<file path="config.mk">
export PLATFORM = sky130hd
export DESIGN_NAME = branch_resolve_ctrl
export DESIGN_NICKNAME = d
export VERILOG_FILES = /design/src/rtl/branch_resolve_ctrl.sv
export SDC_FILE = /design/constraint.sdc
export NUM_CORES = 1
export LEC_CHECK = 0
export CAP_MARGIN = 20
export CORE_UTILIZATION = 52
export CTS_CLUSTER_SIZE = 12
export DETAILED_ROUTE_END_ITERATION = 8
export PLACE_DENSITY_LB_ADDON = 0.12
export SETUP_SLACK_MARGIN = 0.02
export SYNTH_ARGS = -nofsm -noshare
export SYNTH_HDL_FRONTEND = slang
export SYNTH_SLANG_ARGS = --single-unit
</file>
<file path="constraint.sdc">
create_clock -name clk -period 4 [get_ports clk]
set_input_delay 0.8 -clock clk [delete_from_list [all_inputs] [get_ports clk]]
set_output_delay 0.8 -clock clk [all_outputs]
set_load 0.03 [all_outputs]
</file>
<file path="src/rtl/branch_resolve_ctrl.sv">
// Branch resolution and direction prediction: decodes B-type funct3, resolves taken/mispredict,
// and keeps a 2-bit saturating BHT plus saturating branch/mispredict statistics.
module branch_resolve_ctrl #(
  parameter int WIDTH       = 32,
  parameter int BHT_ENTRIES = 16
) (
  input  logic             clk,
  input  logic             rst,
  input  logic             br_valid,
  input  logic [2:0]       funct3,
  input  logic [WIDTH-1:0] pc,
  input  logic             pred_in,
  input  logic             brEq,
  input  logic             brLT,
  input  logic [WIDTH-1:0] fetch_pc,
  input  logic             clr_stats,
  output logic             brUn,
  output logic             taken,
  output logic             mispredict,
  output logic             illegal_br,
  output logic             pred_taken,
  output logic [WIDTH-1:0] br_count,
  output logic [WIDTH-1:0] mp_count
);

  localparam int IDX_BITS = $clog2(BHT_ENTRIES);

  logic [1:0]          bht_q [BHT_ENTRIES];
  logic [1:0]          bht_cur;
  logic [1:0]          bht_d;
  logic [IDX_BITS-1:0] upd_idx;
  logic [IDX_BITS-1:0] fetch_idx;
  logic [WIDTH-1:0]    br_count_q, br_count_d;
  logic [WIDTH-1:0]    mp_count_q, mp_count_d;
  logic                cond_met;
  logic                f3_illegal;
  logic                legal;
  logic                unused_addr_bits;

  // Word-aligned PCs: the two low bits carry no information for indexing.
  assign upd_idx   = pc[IDX_BITS+1:2];
  assign fetch_idx = fetch_pc[IDX_BITS+1:2];
  assign unused_addr_bits = ^{pc[WIDTH-1:IDX_BITS+2], pc[1:0],
                              fetch_pc[WIDTH-1:IDX_BITS+2], fetch_pc[1:0]};

  assign brUn = funct3[2] & funct3[1];

  always_comb begin
    cond_met   = 1'b0;
    f3_illegal = 1'b0;
    case (funct3)
      3'b000:  cond_met = brEq;
      3'b001:  cond_met = ~brEq;
      3'b100:  cond_met = brLT;
      3'b101:  cond_met = ~brLT;
      3'b110:  cond_met = brLT;
      3'b111:  cond_met = ~brLT;
      default: f3_illegal = 1'b1;
    endcase
  end

  assign illegal_br = br_valid & f3_illegal;
  assign legal      = br_valid & ~f3_illegal;
  assign taken      = legal & cond_met;
  assign mispredict = legal & (taken ^ pred_in);

  // Asynchronous read of the pre-update table, so same-index read-during-write returns old data.
  assign pred_taken = bht_q[fetch_idx][1];

  always_comb begin
    bht_cur = bht_q[upd_idx];
    bht_d   = bht_cur;
    if (taken) begin
      if (bht_cur != 2'b11) bht_d = bht_cur + 2'd1;
    end else begin
      if (bht_cur != 2'b00) bht_d = bht_cur - 2'd1;
    end
  end

  always_comb begin
    br_count_d = br_count_q;
    mp_count_d = mp_count_q;
    if (clr_stats) begin
      br_count_d = '0;
      mp_count_d = '0;
    end else begin
      if (legal && (br_count_q != '1)) br_count_d = br_count_q + WIDTH'(1);
      if (mispredict && (mp_count_q != '1)) mp_count_d = mp_count_q + WIDTH'(1);
    end
  end

  always_ff @(posedge clk) begin
    if (rst) begin
      for (int i = 0; i < BHT_ENTRIES; i++) bht_q[i] <= 2'b01;
      br_count_q <= '0;
      mp_count_q <= '0;
    end else begin
      if (legal) bht_q[upd_idx] <= bht_d;
      br_count_q <= br_count_d;
      mp_count_q <= mp_count_d;
    end
  end

  assign br_count = br_count_q;
  assign mp_count = mp_count_q;

endmodule

</file>
==> results of run 1 <==
[flip-flops by register name, indices dropped and copies added, names as in the netlist]
signal    count
bht_q        32
br_count     32
mp_count     32
[how the worst max path moves through the flow]
| stage | start | end | slack, ns | cells after the start |
|---|---|---|---|---|
| 6_report | fetch_pc[2] | pred_taken | 0.16 | 4 |
| 5_1_grt | fetch_pc[2] | pred_taken | 0.07 | 4 |
| 4_1_cts | fetch_pc[2] | pred_taken | 0.14 | 4 |
| 3_5_place_dp | fetch_pc[2] | pred_taken | 0.14 | 4 |
| 3_3_place_gp | fetch_pc[2] | pred_taken | 0.17 | 4 |
| 2_1_floorplan | funct3[0] | mispredict | 0.98 | 6 |
[tightest hold or removal path: cells and delay by family, from the launching register on]
family         cells  cell delay (ns)
flip-flops         1             0.33
AO/OA/AOI/OAI      2             0.12
[final cells by class]
cell class / count / share of cell area (%)
clock buffer: 12 / 2.48
clock inverter: 4 / 0.416
inverter: 12 / 0.713
multi-input combinational: 419 / 43.2
sequential: 96 / 35.5
tap: 133 / 2.63
timing repair buffer: 98 / 15.1
[cells in the mapped netlist (5+ instances only)]
cell       n
and3_1     5
nand2_1   58
nand4_1   19
a21oi_1   49
o31ai_1   22
nor3_1    10
dfxtp_1   64
nor2_1    41
mux4_2    13
inv_1     12
clkbuf_1  22
buf_2      9
nand2b_1  11
edfxtp_1  32
nand3_1   31
and4_1     6
xnor2_1    7
o21ai_0   21
or2_2      7
or4_1     26
or3_1     28
[routing by layer]
metal  part of all wire (%)  global-route usage, %  vias to the layer above
met5                      0                      0                        -
met4                    1.1                   8.02                        0
met3                    5.1                   3.01                       11
met2                     48                   41.7                      130
met1                     46                   32.7                     2244
li1                       -                      -                     2281
[metrics by stage]
step	instances	instance area, sq um	setup slack, ns
after floorplan	562	5180	0.979
after CTS	774	6320	0.140
after global placement	758	6130	0.167
final	774	6320	0.161
after global routing	774	6320	0.0710
after detailed placement	758	6130	0.145
[where the power goes]
| part | total (mW) | internal (mW) | switching (mW) |
|---|---|---|---|
| clock | 0.595 | 0.266 | 0.329 |
| sequential | 1.02 | 1.02 | 0.00674 |
| combinational | 0.181 | 0.0781 | 0.103 |
| total | 1.80 | 1.36 | 0.439 |
[logic make-up after synthesis]
logic type / after synthesis / share of synthesized area, %
AND/OR/NAND/NOR: 267 / 28.3
AO/OA/AOI/OAI: 121 / 14.8
flip-flops: 96 / 43.3
buffers and inverters: 47 / 4.06
multiplexers: 16 / 6.23
XOR/XNOR: 11 / 2.44
adder cells (fa/ha/maj): 4 / 0.869
==> results.py, run 1 <==
metrics = {
    "logic_synthesis": {
        "yosysTopAreaCellShare_pct": 24.7,
        "synth_fp_nets": 638,
        "synth.area.top_cells": "dfxtp_1 (25%), edfxtp_1 (19%), mux4_2 (5.6%)",
        "synth_area_sq_um": 5180,
        "yosysTopAreaCell": "dfxtp_1",
        "synth_seq_cells": 96,
        "ys.flop_type": "dfxtp_1",
        "syn-instance-count": 562,
        "synth-seq-area-share_pct": 43.3,
        "synth_edf_count": 32,
        "ys.warnings.count": 0,
        "postSynth.asyncResetShare_pct": 0,
        "synth.distinct_cells": 58,
        "avgSynthCellArea_sq_um": 9.22,
    },
    "routing": {
        "vias_per_cell": 6.03,
        "ant_nets": 0,
        "drt_iter0_drc": 226,
        "drc": 0,
        "drt_wl_total_mm": 12.5,
        "firstDrtPassIters": 4,
        "num_vias": 4666,
        "wl_per_cell_um": 16.1,
    },
    "clocking": {
        "cts-buffers-inserted": 9,
        "htree_levels": 3,
        "ctsResizeCount": 0,
        "cts.clk_slew.worst_paths_ns": 0.08,
        "post-cts-setup-buffer-count": 0,
        "cts.sinks": 96,
        "cts_tree": "built",
        "clockBufferDepth": 2,
        "postCtsHoldBufs": 0,
        "cts_root_buf": "clkbuf_8",
        "clk_latency_ns": 0.35,
    },
    "cells_and_area": {
        "fillers": 885,
        "fin_nets": 712,
        "mostFrequentLayoutCell": "clkdlybuf4s50_1",
        "final_core_util_pct": 64.9,
        "n_antenna_cell": 0,
        "area_delta_synth_final_pct": 21.9,
        "seq_area_sq_um": 2240,
        "mostFrequentLayoutCells": "clkdlybuf4s50_1 (86), dfxtp_1 (64), nand2_1 (58), a21oi_1 (49), nor2_1 (41)",
        "multi_input_comb_area_sq_um": 2730,
        "drive_above_1_share_pct": 8.89,
    },
    "critical_path": {
        "worst-path-buf-inv": 2,
        "cp_max_fo": 4,
        "critPathTopFamily": "buffers and inverters",
        "r2r_slack_ns": 1.51,
        "start_kind": "primary input",
        "cpPeakStageDelay_ns": 0.62,
        "cp-end-kind": "output port",
        "r2r-end": "mp_count[29]",
        "critPathKind": "in -> out",
        "cp.required_ns": 3.20,
        "worstPathCellList": "clkdlybuf4s50_1 > mux4_2 > mux4_2 > clkdlybuf4s50_1",
        "rr_startpoint": "mp_count[4]",
        "critPathArrivalTime_ns": 3.04,
        "rr_worst_depth": 5,
        "slowest_stage": "clkdlybuf4s50_1",
    },
    "run_status": {
        "status": "finished, final reports clean",
    },
    "hold_path": {
        "hold_start": "mp_count[13]",
        "hp-class": "reg -> reg",
        "hold_end": "mp_count[13]",
        "hold_path_depth": 2,
    },
    "timing": {
        "period_minus_slack_ns": 3.84,
        "finClkSkew_ns": 0.0111,
        "hold_viol": 0,
        "drv_slew": 0,
        "rsz0062_at_grt": "no",
        "fmax_mhz": 260,
        "finalSetupViolCount": 0,
        "hold_ws_ns": 0.496,
        "tns_ns": 0,
        "finalCritPeriodShare_pct": 96.0,
        "maxSlewHeadroom_pct": 46.8,
        "worstMarginPinSlew_ns": 0.791,
    },
    "global_routing": {
        "grtUsageTotal_pct": 24.6,
        "grt_max_degree": 34,
        "grt_pass1_wl_mm": 20.0,
        "first_global_vias": 4252,
        "grt-ovfl-total": 0,
        "antenna_found_initial": 0,
    },
    "floorplanning": {
        "ios": 143,
        "die-area_sq_um": 10400,
        "core_area_sq_um": 9730,
        "die_x_um": 102,
        "initial_core_util_pct": 53.3,
        "rows": 36,
        "die_y_um": 102,
    },
    "power_and_ir_drop": {
        "power.leakage_nw": 1.89,
        "peakVddDrop_v": 0.000169,
        "power.total_mw": 1.80,
        "power_per_cell_area_nw_per_um2": 285,
    },
    "placed_design": {
        "place_congestion": 0.876,
        "dp_hpwl_mm": 8.81,
        "port_buffers": 86,
    },
    "flow_run": {
        "drv_cap": 0,
    },
}
No activity file was read; power rests on OpenSTA's default activity.
==> inputs of run 2 (changes only) <==
--- a/config.mk
+++ b/config.mk
@@ -6,7 +6,7 @@
 export NUM_CORES = 1
 export LEC_CHECK = 0
 export CAP_MARGIN = 20
-export CORE_UTILIZATION = 52
+export CORE_UTILIZATION = 49
 export CTS_CLUSTER_SIZE = 12
 export DETAILED_ROUTE_END_ITERATION = 8
 export PLACE_DENSITY_LB_ADDON = 0.12
==> constraint.sdc (replaced) <==
create_clock -name clk -period 4.4 [get_ports clk]
set_input_delay 0.88 -clock clk [delete_from_list [all_inputs] [get_ports clk]]
set_output_delay 0.88 -clock clk [all_outputs]
set_load 0.03 [all_outputs]
==> run 2 against run 1 <==
Net effect:
- critical path depth did not move
- sequential power fell by 9%
- largest power group unchanged
- sequential share of layout area fell by 0.33 points
- flip-flop and latch count did not move
- non-clock buffer count did not move
- global-route usage fell by 0.60 points
- worst setup slack improved by 0.21 ns
- register-to-register slack improved by 0.29 ns
- power fell by 2.8%
- highest routed layer unchanged
- clock power rose by 9.7%
- clock-buffer cell count rose by 2
- final cell count rose by 0.39%
==> results.py, run 2 (synthesized netlist as in run 1, its figures left out) <==
metrics = {
    "power_and_ir_drop": {
        "peakVddDrop_v": 0.000124,
        "power.leakage_nw": 1.92,
        "power_per_cell_area_nw_per_um2": 274,
    },
    "global_routing": {
        "grtUsageTotal_pct": 24.0,
        "grt-ovfl-total": 0,
        "grt_max_degree": 33,
        "antenna_found_initial": 0,
        "grt_pass1_wl_mm": 21.2,
        "first_global_vias": 4277,
    },
    "cells_and_area": {
        "fillers": 902,
        "fin_nets": 712,
        "n_antenna_cell": 0,
        "drive_above_1_share_pct": 9.20,
        "mostFrequentLayoutCells": "clkdlybuf4s50_1 (86), dfxtp_1 (64), nand2_1 (58), a21oi_1 (49), nor2_1 (41)",
        "fin_area_sq_um": 6380,
        "area_delta_synth_final_pct": 23.1,
        "mostFrequentLayoutCell": "clkdlybuf4s50_1",
    },
    "floorplanning": {
        "rows": 37,
        "ios": 143,
        "initial_core_util_pct": 50.4,
        "die_y_um": 105,
        "die_x_um": 105,
        "core_area_sq_um": 10300,
        "die-area_sq_um": 11000,
    },
    "placed_design": {
        "post_dp_cell_area_sq_um": 6140,
        "port_buffers": 86,
        "place_congestion": 0.821,
        "dp_hpwl_mm": 9.01,
    },
    "clocking": {
        "htree_levels": 3,
        "clockBufferDepth": 2,
        "cts.clk_slew.worst_paths_ns": 0.09,
        "ctsResizeCount": 0,
        "cts_tree": "built",
        "post-cts-setup-buffer-count": 0,
        "postCtsHoldBufs": 0,
        "cts-buffers-inserted": 9,
        "cts_root_buf": "clkbuf_8",
        "cts.sinks": 96,
        "clk_latency_ns": 0.37,
    },
    "timing": {
        "maxSlewHeadroom_pct": 47.3,
        "fmax_mhz": 248,
        "finalSetupViolCount": 0,
        "period_minus_slack_ns": 4.03,
        "tns_ns": 0,
        "worstMarginPinSlew_ns": 0.783,
        "hold_viol": 0,
        "drv_slew": 0,
        "rsz0062_at_grt": "no",
        "finalCritPeriodShare_pct": 91.6,
        "finClkSkew_ns": 0.0123,
    },
    "hold_path": {
        "hold_path_depth": 2,
        "hp-class": "reg -> reg",
    },
    "routing": {
        "drt_wl_total_mm": 12.8,
        "vias_per_cell": 6.06,
        "drc": 0,
        "firstDrtPassIters": 5,
        "ant_nets": 0,
        "wl_per_cell_um": 16.5,
        "num_vias": 4706,
        "drt_iter0_drc": 207,
    },
    "critical_path": {
        "start_kind": "primary input",
        "critPathArrivalTime_ns": 3.15,
        "cp-end-kind": "output port",
        "critPathKind": "in -> out",
        "rr_worst_depth": 5,
        "cp.required_ns": 3.52,
        "cp_max_fo": 4,
    },
    "flow_run": {
        "drv_cap": 0,
    },
    "run_status": {
        "status": "finished, final reports clean",
    },
}
==> run 2: changes by cell type in the layout (fill, tap and decap cells not counted) <==
| cell | previous run | this run |
|---|---|---|
| clkinvlp_4 | 0 | 1 |
| clkbuf_16 | 1 | 3 |
| clkbuf_1 | 2 | 0 |
| clkbuf_8 | 9 | 11 |
| clkinv_4 | 1 | 0 |
| inv_4 | 2 | 0 |
==> run 2: metal layers <==
metal  up-vias  global-route usage [%]  part of all wire, %
met2       119                    38.4                   48
met1      2295                    33.6                   47
li1       2282                       -                    -
met4         0                    7.85                  1.4
met3        10                    2.99                  4.1
met5         -                       0                    0
==> run 2: worst max-delay path, stage by stage <==
cell             delay [ns]
clkdlybuf4s50_1        0.64
mux4_2                 0.55
mux4_2                 0.48
clkdlybuf4s50_1        0.60
==> run 2: worst paths after layout <==
| kind | slack [ns] | from | to |
|---|---|---|---|
| min | 0.50 | br_count[23] | br_count[23] |
| max reg2reg | 1.80 | mp_count[4] | mp_count[29] |
| max | 0.37 | fetch_pc[2] | pred_taken |
| min reg2reg | 0.50 | br_count[23] | br_count[23] |
==> run 2: metrics by stage <==
stage	power (mW)	util (%)	hold WS (ns)	setup slack (ns)	instances
6_report	1.75	62.1	0.502	0.371	777
5_1_grt	1.81	62.1	0.532	0.315	777
4_1_cts	1.76	62.1	0.507	0.365	777
3_5_place_dp	1.11	59.7	0.494	0.369	761
3_3_place_gp	1.11	59.7	0.476	0.374	761
2_1_floorplan	1.06	-	0.595	1.22	562
==> run 2: area by class of cell <==
class | instances | area (sq um) | area share, %
clock buffer | 14 | 226 | 3.55
clock inverter | 2 | 12.5 | 0.196
inverter | 12 | 45.0 | 0.706
multi-input combinational | 419 | 2730 | 42.8
sequential | 96 | 2240 | 35.2
tap | 136 | 170 | 2.67
timing repair buffer | 98 | 951 | 14.9
==> run 2: report_power, final <==
part,total [mW],leakage [nW],switching (mW),internal (mW)
Sequential,0.931,0.815,0.00658,0.925
Clock,0.653,0.120,0.313,0.339
Combinational,0.165,0.979,0.0957,0.0695
